<file path="config.mk">
export PLATFORM = sky130hd
export DESIGN_NAME = div_unit
export DESIGN_NICKNAME = d
export VERILOG_FILES = /design/src/rtl/div_unit.sv
export SDC_FILE = /design/constraint.sdc
export NUM_CORES = 1
export LEC_CHECK = 0
export BUFFER_PORTS_ARGS = -buffer_cell sky130_fd_sc_hd__buf_2
export CAP_MARGIN = 20
export CORE_AREA = 5 5 161 163
export DETAILED_ROUTE_END_ITERATION = 10
export DIE_AREA = 0 0 166 168
export SYNTH_ARGS = -nofsm -noshare
export SYNTH_HDL_FRONTEND = slang
export SYNTH_SLANG_ARGS = --single-unit
</file>
<file path="constraint.sdc">
create_clock -name clk -period 6.23 [get_ports clk]
set_input_delay 0.9345 -clock clk [delete_from_list [all_inputs] [get_ports clk]]
set_output_delay 0.9345 -clock clk [all_outputs]
set_load 0.1 [all_outputs]
</file>
<file path="src/rtl/div_unit.sv">
// Multi-cycle restoring divider for DIV/DIVU; returns {remainder, quotient}.
// The execute stage holds start_i (and the operands) until ready_o is seen.
module div_unit #(
  parameter int WIDTH = 32
) (
  input  logic                 clk,
  input  logic                 Rst_n,
  input  logic                 signed_div_i,
  input  logic [WIDTH-1:0]     opdata1_i,
  input  logic [WIDTH-1:0]     opdata2_i,
  input  logic                 start_i,
  input  logic                 annul_i,
  output logic [2*WIDTH-1:0]   result_o,
  output logic                 ready_o
);

  localparam int CW = $clog2(WIDTH + 1);
  localparam logic [CW-1:0] LAST = CW'(WIDTH);

  typedef enum logic [1:0] {ST_FREE, ST_BYZERO, ST_ON, ST_END} state_t;

  state_t            state;
  logic [CW-1:0]     cnt;
  logic [2*WIDTH:0]  dividend;
  logic [WIDTH-1:0]  divisor;
  logic              neg_q;
  logic              neg_r;

  logic [WIDTH-1:0]  mag1, mag2, q, r;
  logic [WIDTH:0]    diff;

  always_comb begin
    mag1 = (signed_div_i && opdata1_i[WIDTH-1]) ? -opdata1_i : opdata1_i;
    mag2 = (signed_div_i && opdata2_i[WIDTH-1]) ? -opdata2_i : opdata2_i;
    diff = {1'b0, dividend[2*WIDTH-1:WIDTH]} - {1'b0, divisor};
    q    = neg_q ? -dividend[WIDTH-1:0] : dividend[WIDTH-1:0];
    // remainder takes the dividend's sign
    r    = neg_r ? -dividend[2*WIDTH:WIDTH+1] : dividend[2*WIDTH:WIDTH+1];
  end

  always_ff @(posedge clk) begin
    if (!Rst_n) begin
      state    <= ST_FREE;
      cnt      <= '0;
      dividend <= '0;
      divisor  <= '0;
      neg_q    <= 1'b0;
      neg_r    <= 1'b0;
      result_o <= '0;
      ready_o  <= 1'b0;
    end else begin
      case (state)
        ST_FREE: begin
          result_o <= '0;
          ready_o  <= 1'b0;
          if (start_i && !annul_i) begin
            dividend <= {{WIDTH{1'b0}}, mag1, 1'b0};
            divisor  <= mag2;
            neg_q    <= signed_div_i && (opdata1_i[WIDTH-1] ^ opdata2_i[WIDTH-1]);
            neg_r    <= signed_div_i && opdata1_i[WIDTH-1];
            cnt      <= '0;
            state    <= (opdata2_i == '0) ? ST_BYZERO : ST_ON;
          end
        end
        ST_BYZERO: begin
          result_o <= '0;
          if (annul_i) begin
            ready_o <= 1'b0;
            state   <= ST_FREE;
          end else begin
            ready_o <= 1'b1;
            state   <= ST_END;
          end
        end
        ST_ON: begin
          if (annul_i) begin
            result_o <= '0;
            ready_o  <= 1'b0;
            state    <= ST_FREE;
          end else if (cnt != LAST) begin
            if (diff[WIDTH])
              dividend <= dividend << 1;
            else
              dividend <= {diff[WIDTH-1:0], dividend[WIDTH-1:0], 1'b1};
            cnt <= cnt + 1'b1;
          end else begin
            result_o <= {r, q};
            ready_o  <= 1'b1;
            state    <= ST_END;
          end
        end
        ST_END: begin
          if (annul_i || !start_i) begin
            result_o <= '0;
            ready_o  <= 1'b0;
            state    <= ST_FREE;
          end
        end
        default: begin
          result_o <= '0;
          ready_o  <= 1'b0;
          state    <= ST_FREE;
        end
      endcase
    end
  end

endmodule

</file>
; Yosys cells after proc, flatten, opt, wreduce, memory -nomap -nowiden
; Cells that the tools add are included.
[word_totals]
register_bits = 172
inputBits = 69
wordCells = 68
[op_classes]
addsub = 6
n_eq_ne = 9
mux = 29
bitwise = 1
n_reduce_logical = 15
[ops]
columns = op, n
row1 = $mux 65, 4
row2 = $mux 64, 3
row3 = $pmux 64 s3, 1
row4 = $pmux 65 s2, 1
row5 = $mux 32, 4
row6 = $neg 32->32, 4
row7 = $sub 32x32->33, 1
row8 = $logic_not 32->1, 1
row9 = $mux 6, 3
row10 = $mux 2, 6
row11 = $pmux 6 s2, 1
row12 = $ne 2x2->1 const B, 4
row13 = $pmux 2 s4, 1
row14 = $add 6x1->6 const B, 1
row15 = $ne 6x6->1 const B, 1
row16 = $eq 2x2->1 const B, 2
row17 = $logic_and 1x1->1, 4
row18 = $mux 1, 4
row19 = $pmux 1 s4, 1
row20 = $reduce_and 2->1, 2
row21 = $reduce_and 4->1, 1
row22 = $ne 3x3->1 const B, 1
row23 = $reduce_and 3->1, 1
row24 = $eq 2x1->1 const B, 1
row25 = other kinds (6), 7

; Logic depth before layout (Yosys ltp)
[logic_depth]
ltp_word = 5
mapped_depth = 14
mapped_depth_nobuf = 12

; Worst setup path before layout
; No wires, ideal clock.
[synth_path]
path_kind = input -> register
start = input port opdata1_i[9]
end = register dividend[27]
setup_ps = 116
t_arrival_ps = 3069
required_time_ps = 6114
setup_slack_ps = 3045
path_stages = 9
path_cell_list = or4_1 -> or3_1 -> or3_1 -> nor2_2 -> a31oi_1 -> a21oi_1 -> xor2_1 -> o211ai_1 -> o211a_1
[synth_between]
elab_chain_cells = 4
[synth_lines]
columns = element, line
row1 = "start, declared", 9  ; input logic [WIDTH-1:0] opdata1_i,
row2 = $neg 32->32, 33  ; mag1 = (signed_div_i && opdata1_i[WIDTH-1]) ? -opdata1_i : opdata1_i;
row3 = $mux 32, 33
row4 = $mux 65, 56  ; if (start_i && !annul_i) begin
row5 = $pmux 65 s2, 52  ; case (state)
row6 = "end signal, assigned", 57  ; dividend <= {{WIDTH{1'b0}}, mag1, 1'b0};
row7 = "end signal, assigned", 82  ; dividend <= dividend << 1;
row8 = "end signal, assigned", 84  ; dividend <= {diff[WIDTH-1:0], dividend[WIDTH-1:0], 1'b1};
row9 = "end, declared", 24  ; logic [2*WIDTH:0] dividend;
; Every way passes these cells. The select of a mux whose other input is x is not followed.
; A chain may end at the register's enable or synchronous reset.

; Final worst setup path
[layout_path]
start = register dividend[33]
end = register dividend[63]
[layout_between]
elab_chain_cells = 5
[layout_lines]
columns = element, line
row1 = $sub 32x32->33, 35  ; diff = {1'b0, dividend[2*WIDTH-1:WIDTH]} - {1'b0, divisor};
row2 = $mux 65, 81  ; if (diff[WIDTH])
row3 = $mux 65, 80  ; end else if (cnt != LAST) begin
row4 = $mux 65, 76  ; if (annul_i) begin
row5 = $pmux 65 s2, 52
; Every way passes these cells. The select of a mux whose other input is x is not followed.

==> flow_metrics.py <==
metrics = {
    "sta": {
        "timing.hold.ws_ps": 451,
        "min_period_over_period_pct": 56.5,
        "final_max_slew_viol_count": 0,
        "min_period_ps": 3520,
        "rsz0062_at_grt": "no",
        "setup_violations": 0,
        "relSlewSlack_pct": 27.3,
        "skew_ps": 10.6,
        "hold_viol_final": 0,
        "setup_tns_ps": 0,
        "tightestPinTransition_ps": 1090,
        "fmax_mhz": 284,
    },
    "setup_path": {
        "worst-path-max-fanout": 23,
        "end_kind": "register",
        "start_kind": "register",
        "crit_type": "register to register",
        "arrival_ps": 3900,
        "required_ps": 6610,
    },
    "floorplan": {
        "fp-row-count": 57,
        "ios": 134,
        "dieArea_um2": 27900,
        "start_util_pct": 44.6,
        "die_w_um": 166,
        "core_area_um2": 24200,
        "die_h_um": 168,
    },
    "placement": {
        "port_buffers": 133,
        "placed_cells": 1805,
        "placed_cell_area_um2": 11700,
        "dpl.hpwl_um": 23400,
        "place_congestion": 0.872,
    },
    "power": {
        "vdd_drop_max_uv": 231,
        "p_per_area_nw_per_um2": 324,
        "p_leak_nw": 4.93,
        "p_total_mw": 3.99,
    },
    "synthesis": {
        "seq_area_frac_synth_pct": 31.9,
        "synthFlopType": "dfxtp_1",
        "synth_area_per_cell_um2": 7.61,
        "synth_nets": 1531,
        "synth_edf_count": 0,
        "synth_area_um2": 10800,
        "synthesis.instances": 1418,
        "synth_cell_types": 68,
        "async_flop_share_pct": 0,
        "ys_warn_count": 0,
        "synth-seq-cells": 172,
    },
    "clock_network": {
        "htree_levels": 4,
        "clockBufferDepth": 2,
        "cts_setup_buffers": 0,
        "numCtsBuffers": 17,
        "clkTransAtPathRegs_ps": 70,
        "cts_resized": 0,
        "ctsHoldBuffers": 0,
        "root_buffer": "clkbuf_16",
        "clkLatencyLatePin_ps": 430,
        "clock-sinks": 172,
        "cts_tree": "done",
    },
    "run": {
        "drv_cap": 0,
    },
    "drt": {
        "post_drt_via_cell_ratio": 5.51,
        "drtAntennaViolNets": 0,
        "dr_total_vias": 10100,
        "drtPass1Iterations": 5,
        "wl_per_cell_um": 17.0,
        "drt-total-wl_um": 31300,
        "first_iter_violations": 899,
        "route.detailed.drc": 0,
    },
    "global_route": {
        "track_usage_pct": 21.9,
        "grt_overflow": 0,
        "antenna_found_initial": 0,
        "grt_max_degree": 62,
        "grt_pass1_wl_um": 50600,
        "grt_pass1_vias": 9336,
    },
    "final_layout": {
        "final_cells": 1837,
        "nNetsFinal": 1613,
        "n_antenna_cell": 0,
        "drive_above_1_share_pct": 13.4,
        "syn2layout_area_growth_pct": 14.3,
        "stdcell_area_um2": 12300,
    },
    "hold_path": {
        "hold_path_class": "register to register",
    },
    "status": {
        "status": "completed",
    },
}
Yosys cell counts (5+ instances only):
library cell  count  area share (%)
nand2_1         203             7.1
clkbuf_1         77             2.7
nand4_1          10            0.58
or3_1            10            0.58
a22oi_1          37             2.6
o211ai_1         19             1.3
a211oi_1         28             1.9
nor4_1           15            0.87
nor3_1           22             1.0
or4_1            12            0.83
nand2b_1         15            0.87
inv_1            57             2.0
o41ai_1          14             1.1
mux2i_1          18             1.7
a21oi_1          99             4.6
and2_1            6            0.35
o21a_1            6            0.42
ha_1             43             5.0
a21o_1            9            0.63
o31ai_1          22             1.5
nor2b_1           6            0.35
o21ai_0         122             5.7
xor2_1           68             5.5
nand3_1          24             1.1
dfxtp_1         172              32
nor2_1          144             5.0
xnor2_1          77             6.2
a31oi_1           6            0.35
and3_1            5            0.29
a41oi_1           5            0.41
registers in the layout, indices dropped and copies added (netlist names):
signal,flops
cnt,6
neg_r,1
result_o,64
dividend,65
state,2
divisor,32
neg_q,1
ready_o,1
cell type report:
cell class	instances	area (µm²)
Timing Repair Buffer	145	756
Multi-Input combinational cell	1107	6860
Clock buffer	20	457
Inverter	57	215
Fill cell	2387	11800
Tap cell	324	405
Clock inverter	12	198
Sequential cell	172	3440
layout by cell type (no fill, tap or decap), types with 4 or more instances in the layout:
| master | n |
|---|---|
| nand2_1 | 203 |
| dfxtp_1 | 172 |
| nor2_1 | 142 |
| buf_2 | 133 |
| o21ai_0 | 122 |
| a21oi_1 | 98 |
| xnor2_1 | 77 |
| xor2_1 | 68 |
| inv_1 | 56 |
| ha_1 | 43 |
| a22oi_1 | 37 |
| a211oi_1 | 28 |
| nand3_1 | 24 |
| o31ai_1 | 22 |
| nor3_1 | 21 |
| o211ai_1 | 19 |
| mux2i_1 | 18 |
| clkbuf_16 | 17 |
| nand2b_1 | 15 |
| nor4_1 | 14 |
| o41ai_1 | 14 |
| or4_1 | 12 |
| buf_4 | 12 |
| nand4_1 | 10 |
| or3_1 | 10 |
| a21o_1 | 9 |
| nor2b_1 | 6 |
| and2_1 | 6 |
| a31oi_1 | 6 |
| o21a_1 | 6 |
| and3_1 | 5 |
| a41oi_1 | 5 |
| o2111ai_1 | 4 |
| a21boi_0 | 4 |
| o21ai_1 | 4 |
| bufinv_16 | 4 |
| inv_6 | 4 |
worst paths after layout:
check	startpoint	end	slack [ps]	cells past startpoint
max	dividend[33]	dividend[63]	2710	11
min	result_o[21]	result_o[21]	450	2
max reg2reg	dividend[33]	dividend[63]	2710	11
min reg2reg	result_o[21]	result_o[21]	450	2
cells by family (layout without fill, tap and decap cells):
kind of cell	Yosys count	in the layout	share of synthesized area, %
AOI/OAI and AO/OA	406	406	23.7
buffers and inverters	139	234	4.85
muxes	18	18	1.67
adders and majority gates	44	44	5.17
xor gates and xnor gates	146	146	11.9
and+or+nand+nor	493	493	20.8
DFF	172	172	31.9
metrics by stage:
step | setup slack [ps] | utilization [%]
after floorplan | 3040 | -
after global placement | 2760 | 48.3
after detailed placement | 2720 | 48.3
after CTS | 2750 | 51.0
after global routing | 2340 | 51.0
final | 2710 | 51.0
critical path, cell delays in order, from the launching register on:
cell	delay, ps
dfxtp_1	470
inv_1	130
fa_1	470
nor2b_1	160
o31ai_1	120
a21oi_1	190
o211ai_1	130
a21oi_1	180
or3_1	770
nand2_1	360
nor4_1	360
a211o_1	130
per-layer routing:
metal / GRT usage [%] / up-vias / wire (µm)
met2: 30.8 / 277 / 12600
met4: 4.27 / 0 / 314
li1: - / 5159 / -
met5: 0 / - / 0
met1: 34.9 / 4656 / 16600
met3: 3.45 / 23 / 1820
report_power, final:
| part | total [mW] | internal (mW) | switching [mW] |
|---|---|---|---|
| sequential | 1.37 | 1.21 | 0.156 |
| clock | 1.19 | 0.708 | 0.486 |
| combinational | 1.43 | 0.510 | 0.919 |
Power figures use the tool's default switching activity.
